### config.mk
export PLATFORM = sky130hd
export DESIGN_NAME = pc_stack
export DESIGN_NICKNAME = d
export VERILOG_FILES = /design/src/rtl/pc_stack.sv
export SDC_FILE = /design/constraint.sdc
export NUM_CORES = 1
export LEC_CHECK = 0
export CORE_MARGIN = 3
export CORE_UTILIZATION = 63
export DETAILED_ROUTE_END_ITERATION = 8
export PLACE_DENSITY = 0.87
export SYNTH_ARGS = -nofsm -noshare
export SYNTH_HDL_FRONTEND = slang
export SYNTH_SLANG_ARGS = --single-unit
### constraint.sdc
create_clock -name clk -period 6.9 [get_ports clk]
set_input_delay 1.725 -clock clk [delete_from_list [all_inputs] [get_ports clk]]
set_output_delay 1.725 -clock clk [all_outputs]
set_load 0.1 [all_outputs]
### src/rtl/pc_stack.sv
// ----------------------------------------------------------------------------
// pc_stack
//   Program-counter stack for the sequencer. Each call level holds one PC.
//   The PC of the active level goes to instruction fetch. Increment,
//   absolute jump, signed relative branch, call and return each complete in
//   one cycle. Overflow and underflow raise a sticky error. The error keeps
//   the code of the first cause until it is cleared.
//
//   Ports
//     clk           single clock; all state changes on its rising edge
//     rst           synchronous active-high reset; wins over every command
//     pc_inc        PC += 1
//     pc_set        PC = pc_set_value
//     pc_set_value  absolute jump / call target
//     pc_rel        PC += sign-extended pc_offset
//     pc_offset     two's-complement branch offset
//     pc_call       save PC+1 at this level, go up one level at pc_set_value
//     pc_ret        drop back one level (return address already in place)
//     err_clr       clear sticky error and its code
//     pc_out        active PC, bank[lvl] (combinational from registers)
//     lvl           current level index
//     full, empty   lvl at top / bottom
//     err, err_code sticky error flag; cause 01 overflow, 10 underflow
//
//   Command priority: call > ret > set > rel > inc.
// ----------------------------------------------------------------------------
module pc_stack #(
   parameter int                     PC_WIDTH     = 9,
   parameter int                     DEPTH        = 8,
   parameter int                     OFF_WIDTH    = 6,
   parameter logic [PC_WIDTH-1:0]    RESET_VECTOR = '0,
   localparam int                    LVL_W        = $clog2(DEPTH)
) (
   input  logic                 clk,
   input  logic                 rst,
   input  logic                 pc_inc,
   input  logic                 pc_set,
   input  logic [PC_WIDTH-1:0]  pc_set_value,
   input  logic                 pc_rel,
   input  logic [OFF_WIDTH-1:0] pc_offset,
   input  logic                 pc_call,
   input  logic                 pc_ret,
   input  logic                 err_clr,
   output logic [PC_WIDTH-1:0]  pc_out,
   output logic [LVL_W-1:0]     lvl,
   output logic                 full,
   output logic                 empty,
   output logic                 err,
   output logic [1:0]           err_code
);

   localparam logic [1:0] ERR_NONE = 2'b00;
   localparam logic [1:0] ERR_OVF  = 2'b01;
   localparam logic [1:0] ERR_UNF  = 2'b10;

   logic [PC_WIDTH-1:0] bank [DEPTH];
   logic [LVL_W-1:0]    lvl_q;
   logic                err_q;
   logic [1:0]          err_code_q;

   logic [PC_WIDTH-1:0] pc_cur;
   logic [PC_WIDTH-1:0] off_ext;
   logic                ovf;
   logic                unf;

   assign pc_cur   = bank[lvl_q];
   assign pc_out   = pc_cur;
   assign lvl      = lvl_q;
   assign full     = (lvl_q == LVL_W'(DEPTH-1));
   assign empty    = (lvl_q == '0);
   assign err      = err_q;
   assign err_code = err_code_q;

   // Casting the signed offset to the PC width sign-extends it. Two's-complement
   // addition modulo 2^PC_WIDTH then wraps correctly in both directions.
   assign off_ext = PC_WIDTH'($signed(pc_offset));

   // A ret that loses to a call is not executed, so it cannot underflow.
   assign ovf = pc_call && full;
   assign unf = !pc_call && pc_ret && empty;

   always_ff @(posedge clk) begin
      if (rst) begin
         for (int i = 0; i < DEPTH; i++) begin
            bank[i] <= RESET_VECTOR;
         end
         lvl_q      <= '0;
         err_q      <= 1'b0;
         err_code_q <= ERR_NONE;
      end else begin
         if (pc_call) begin
            if (!full) begin
               bank[lvl_q]                <= pc_cur + PC_WIDTH'(1);
               bank[lvl_q + LVL_W'(1)]    <= pc_set_value;
               lvl_q                      <= lvl_q + LVL_W'(1);
            end
         end else if (pc_ret) begin
            if (!empty) begin
               lvl_q <= lvl_q - LVL_W'(1);
            end
         end else if (pc_set) begin
            bank[lvl_q] <= pc_set_value;
         end else if (pc_rel) begin
            bank[lvl_q] <= pc_cur + off_ext;
         end else if (pc_inc) begin
            bank[lvl_q] <= pc_cur + PC_WIDTH'(1);
         end

         // A new error beats a simultaneous clear. Without a clear, the code
         // of the first error is kept.
         if (ovf || unf) begin
            err_q <= 1'b1;
            if (err_clr || !err_q) begin
               err_code_q <= ovf ? ERR_OVF : ERR_UNF;
            end
         end else if (err_clr) begin
            err_q      <= 1'b0;
            err_code_q <= ERR_NONE;
         end
      end
   end

endmodule

## Word level (Yosys, flattened, before mapping)

Memories as Yosys holds them, arrays and structs flattened. A register that Yosys moved wholly into a read port is not among the register bits.
Cells that the tools add are included.

| word-level totals | value |
|---|---|
| bits in writable memories | 72 |
| memories | 1 |
| logic and storage cells | 74 |
| input bits | 23 |
| output and inout bits | 17 |
| register bits | 6 |

Memory list:

| name | depth | width | rd ports | clocked after Yosys merged registers in | write ports | line | source |
|---|---|---|---|---|---|---|---|
| bank | 8 | 9 | 1 | 1 | 8 | 56 | `logic [PC_WIDTH-1:0] bank [DEPTH];` |

| operators by class | value |
|---|---|
| eq/ne operators | 4 |
| add/subtract/negate cells | 4 |
| bitwise gates (word level) | 3 |
| multiplexer cells | 45 |
| reductions and logical operators | 14 |

Operator list:

| cell | count |
|---|---|
| $mux W9 | 5 |
| $mux W1 | 28 |
| $mux W3 | 8 |
| $reduce_or A9 Y1 | 2 |
| $add A9 B1 Y9 const B | 1 |
| $add A9 B9 Y9 | 1 |
| $mux W2 | 4 |
| $ne A2 B2 Y1 const B | 2 |
| $reduce_bool A2 Y1 | 2 |
| $add A3 B1 Y3 const B | 1 |
| $eq A3 B3 Y1 const B | 1 |
| $logic_and A1 B1 Y1 | 3 |
| $logic_not A3 Y1 | 1 |
| $or A1 B1 Y1 | 3 |
| $reduce_and A3 Y1 | 1 |
| $sub A3 B1 Y3 const B | 1 |
| $logic_not A1 Y1 | 2 |
| $logic_or A1 B1 Y1 | 2 |
| $ne A2 B1 Y1 const B | 1 |
| $reduce_and A2 Y1 | 1 |

## Depth between registers and ports, before layout

| logic depth | value |
|---|---|
| depth after elaboration | 10 |
| depth in mapped cells | 13 |
| gate-level depth less buffers | 11 |

## Worst setup path after synthesis

No wires, ideal clock.

| path | value |
|---|---|
| path kind | reg2out |
| start | reg lvl_q[1], in the netlist lvl[1] |
| end | out empty |
| cell stages (with the launch flop) | 5 |
| required time | 5175 ps |
| path buffers | 1 |
| arrival time | 2729 ps |
| slack | 2446 ps |
| path through | dfxtp_1 -> clkbuf_1 -> inv_1 -> ha_1 -> nor2b_1 |

| between the ends | value |
|---|---|
| longest elaborated chain between the ends | 1 |

RTL lines:

| element | line | source |
|---|---|---|
| start: declaration | 57 | `logic [LVL_W-1:0] lvl_q;` |
| start signal: assignment | 95 | `lvl_q <= lvl_q + LVL_W'(1);` |
| start signal: assignment | 99 | `lvl_q <= lvl_q - LVL_W'(1);` |
| $logic_not A3 Y1 | 70 | `assign empty = (lvl_q == '0);` |
| end: declaration | 47 | `output logic empty,` |

Every way passes these cells.

==> impl_metrics.json <==
{
  "ys_seq_area_share_pct": 47.4,
  "drive_gt1_share_pct": 13.3,
  "slowest_delay_ns": 0.99,
  "clk_latency_ns": 0.38,
  "portBuffers": 39,
  "avgSynthCellArea_um2": 11.4,
  "grt_pass1_wl_um": 22300,
  "ys_seq_elements": 81,
  "r2r_end": "bank[5][7]",
  "min_from": "err",
  "hp-class": "reg2reg",
  "setup_viol_count_final": 0,
  "overflow": 0,
  "cts_setup_buffers": 0,
  "initial_core_util_pct": 66.4,
  "antenna_found_initial": 0,
  "core_um2": 7450,
  "grt_max_degree": 21,
  "ys_types": 60,
  "worstRegToRegCells": 10,
  "fp.dieW_um": 94.6,
  "drtPass1Iterations": 5,
  "clk_pin_slew_ns": 0.09,
  "worst-path-buf-inv": 2,
  "rows": 31,
  "routed_wl_um": 14000,
  "area_growth_syn_to_layout_pct": 14.3,
  "cp.required_ns": 5.18,
  "period_needed_ns": 5.06,
  "yosysTopAreaCell": "edfxtp_1",
  "async_flop_share_pct": 0,
  "layout_setup_ws_ns": 1.84,
  "finalWeightedCongestion": 0.927,
  "layout.cells.non_filler": 572,
  "wl_per_cell_um": 24.4,
  "status": "completed",
  "clock_sinks": 81,
  "track_usage_pct": 33.9,
  "post_cts_resized": 0,
  "cts_root_buf": "clkbuf_8",
  "holdPathStages": 2,
  "syn_area_um2": 4950,
  "synth_edf_count": 72,
  "synth_cells": 435,
  "drt_iter0_drc": 582,
  "antenna_cells": 0,
  "drv_slew": 0,
  "cts_buffer_depth": 2,
  "maxCapViolCount": 0,
  "holdPathEnd": "err",
  "vias_per_cell": 7.24,
  "ir_drop_v": 0.000186,
  "finClkSkew_ns": 0.0202,
  "leakage_nw": 1.99,
  "place.detailed.hpwl_um": 9910,
  "syn_nets": 472,
  "reg2reg_slack_ns": 2.72,
  "critical_path_class": "reg2out",
  "cp_slowest_cell": "clkdlybuf4s50_1",
  "h-tree-depth": 3,
  "cts_tree": "done",
  "cts_buffers": 9,
  "yosysTopAreaCellShare_pct": 43.7,
  "critPathMaxFanout": 16,
  "worst_setup_path_end_kind": "output port",
  "path_delay_family": "buffers and inverters",
  "drc": 0,
  "max_freq_mhz": 198,
  "fin_setup_tns_ns": 0,
  "fin_nets": 505,
  "postRouteAntennaNets": 0,
  "critPathArrivalTime_ns": 3.34,
  "rsz0062_at_grt": "false",
  "postCtsHoldBufs": 0,
  "worst_pin_slew_ns": 0.986,
  "vias": 4142,
  "maxSlewHeadroom_pct": 34.1,
  "finalHoldViolations": 0,
  "period_share_pct": 73.4,
  "ios": 40,
  "dp_cells": 556,
  "synth_flop_cell": "edfxtp_1",
  "synth_top_cells_by_area": "edfxtp_1 44%, mux4_2 7.7%, a22o_1 5.8%, nand2_1 4.3%, dfxtp_1 3.6%",
  "startpoint_type": "flip-flop",
  "path_cells": "mux4_2 > mux2i_1 > inv_1 > clkdlybuf4s50_1",
  "die_area_um2": 8950,
  "first_global_vias": 4113,
  "power_density_nw_per_um2": 313,
  "die_h_um": 94.6,
  "dpl_worst_slack_ns": 2.12,
  "yosys_warnings": 0
}
-- synth_stat cells, types with 3 or more instances --
cell,count
nor3_1,7
nand3b_1,5
o21ai_1,16
nor2_1,27
buf_2,5
nand2_1,57
clkbuf_1,9
xnor2_1,10
nand3_1,16
inv_1,7
dfxtp_1,9
mux2_2,5
mux4_2,17
buf_1,7
o21ai_0,22
o22ai_1,3
o211ai_1,8
or3_1,9
ha_1,13
nand2b_1,5
nor4_1,4
a22o_1,33
nor2b_1,4
edfxtp_1,72
a21oi_1,13
a22oi_1,3
o2111ai_1,7
-- metal layers --
| layer | up-vias | wire length, um | track usage (%) |
|---|---|---|---|
| met5 | - | 0 | 0 |
| met4 | 0 | 604 | 16.3 |
| met3 | 65 | 1690 | 9.08 |
| met2 | 329 | 6740 | 54.1 |
| met1 | 1975 | 4920 | 43.0 |
| li1 | 1773 | - | - |
-- through the flow --
step                power [mW]  area, um2  util (%)  hold slack (ns)
floorplan                 1.15       4950         -             1.02
global placement          1.31       5400      72.5            0.575
detailed placement        1.32       5400      72.5            0.584
CTS                       1.75       5660      75.9            0.604
global route              1.83       5660      75.9            0.633
finish                    1.77       5660      75.9            0.612
-- registers in the layout, indices dropped and copies added (netlist names), named ones only --
name,count
err,1
bank,72
err_code,2
lvl,3
-- worst min-delay path: stages (launching register included) --
cell,delay (ns)
dfxtp_1,0.35
nand2b_1,0.13
a31oi_1,0.09
-- layout make-up --
cell class / count / area (um2)
Multi-Input combinational cell: 323 / 2470
Sequential cell: 81 / 2340
Fill cell: 464 / 1790
Timing Repair Buffer: 46 / 443
Clock inverter: 7 / 130
Clock buffer: 9 / 124
Tap cell: 99 / 124
Inverter: 7 / 26.3
-- cell usage in the layout (no fill, tap or decap), types with 9 or more instances in the layout --
| cell type | count |
|---|---|
| dfxtp_1 | 9 |
| nand3_1 | 16 |
| edfxtp_1 | 72 |
| or3_1 | 9 |
| clkdlybuf4s50_1 | 39 |
| a22o_1 | 33 |
| nand2_1 | 57 |
| nor2_1 | 27 |
| o21ai_1 | 16 |
| o21ai_0 | 22 |
| xnor2_1 | 10 |
| mux4_2 | 17 |
| ha_1 | 13 |
| clkbuf_8 | 9 |
| a21oi_1 | 13 |
-- power breakdown --
group | internal (mW) | switching, mW
registers | 0.591 | 0.0360
clock network | 0.248 | 0.195
logic | 0.223 | 0.477
-- worst max path at each step --
stage / from / end / cells after the start
3_5_place_dp: rst / bank[3][5] / 5
2_1_floorplan: lvl[1] / empty / 4
3_3_place_gp: rst / bank[6][0] / 7
5_1_grt: flip-flop / pc_out[8] / 4
4_1_cts: flip-flop / pc_out[8] / 4
6_report: flip-flop / pc_out[8] / 4
-- kinds of logic after synthesis --
group	synth area share, %
muxes	10.6
adders and majority gates	3.69
xor gates and xnor gates	2.45
DFF	47.4
and+or+nand+nor	14.4
AOI/OAI and AO/OA	18.5
buffers and inverters	3.04
No activity file was read; power rests on OpenSTA's default activity.
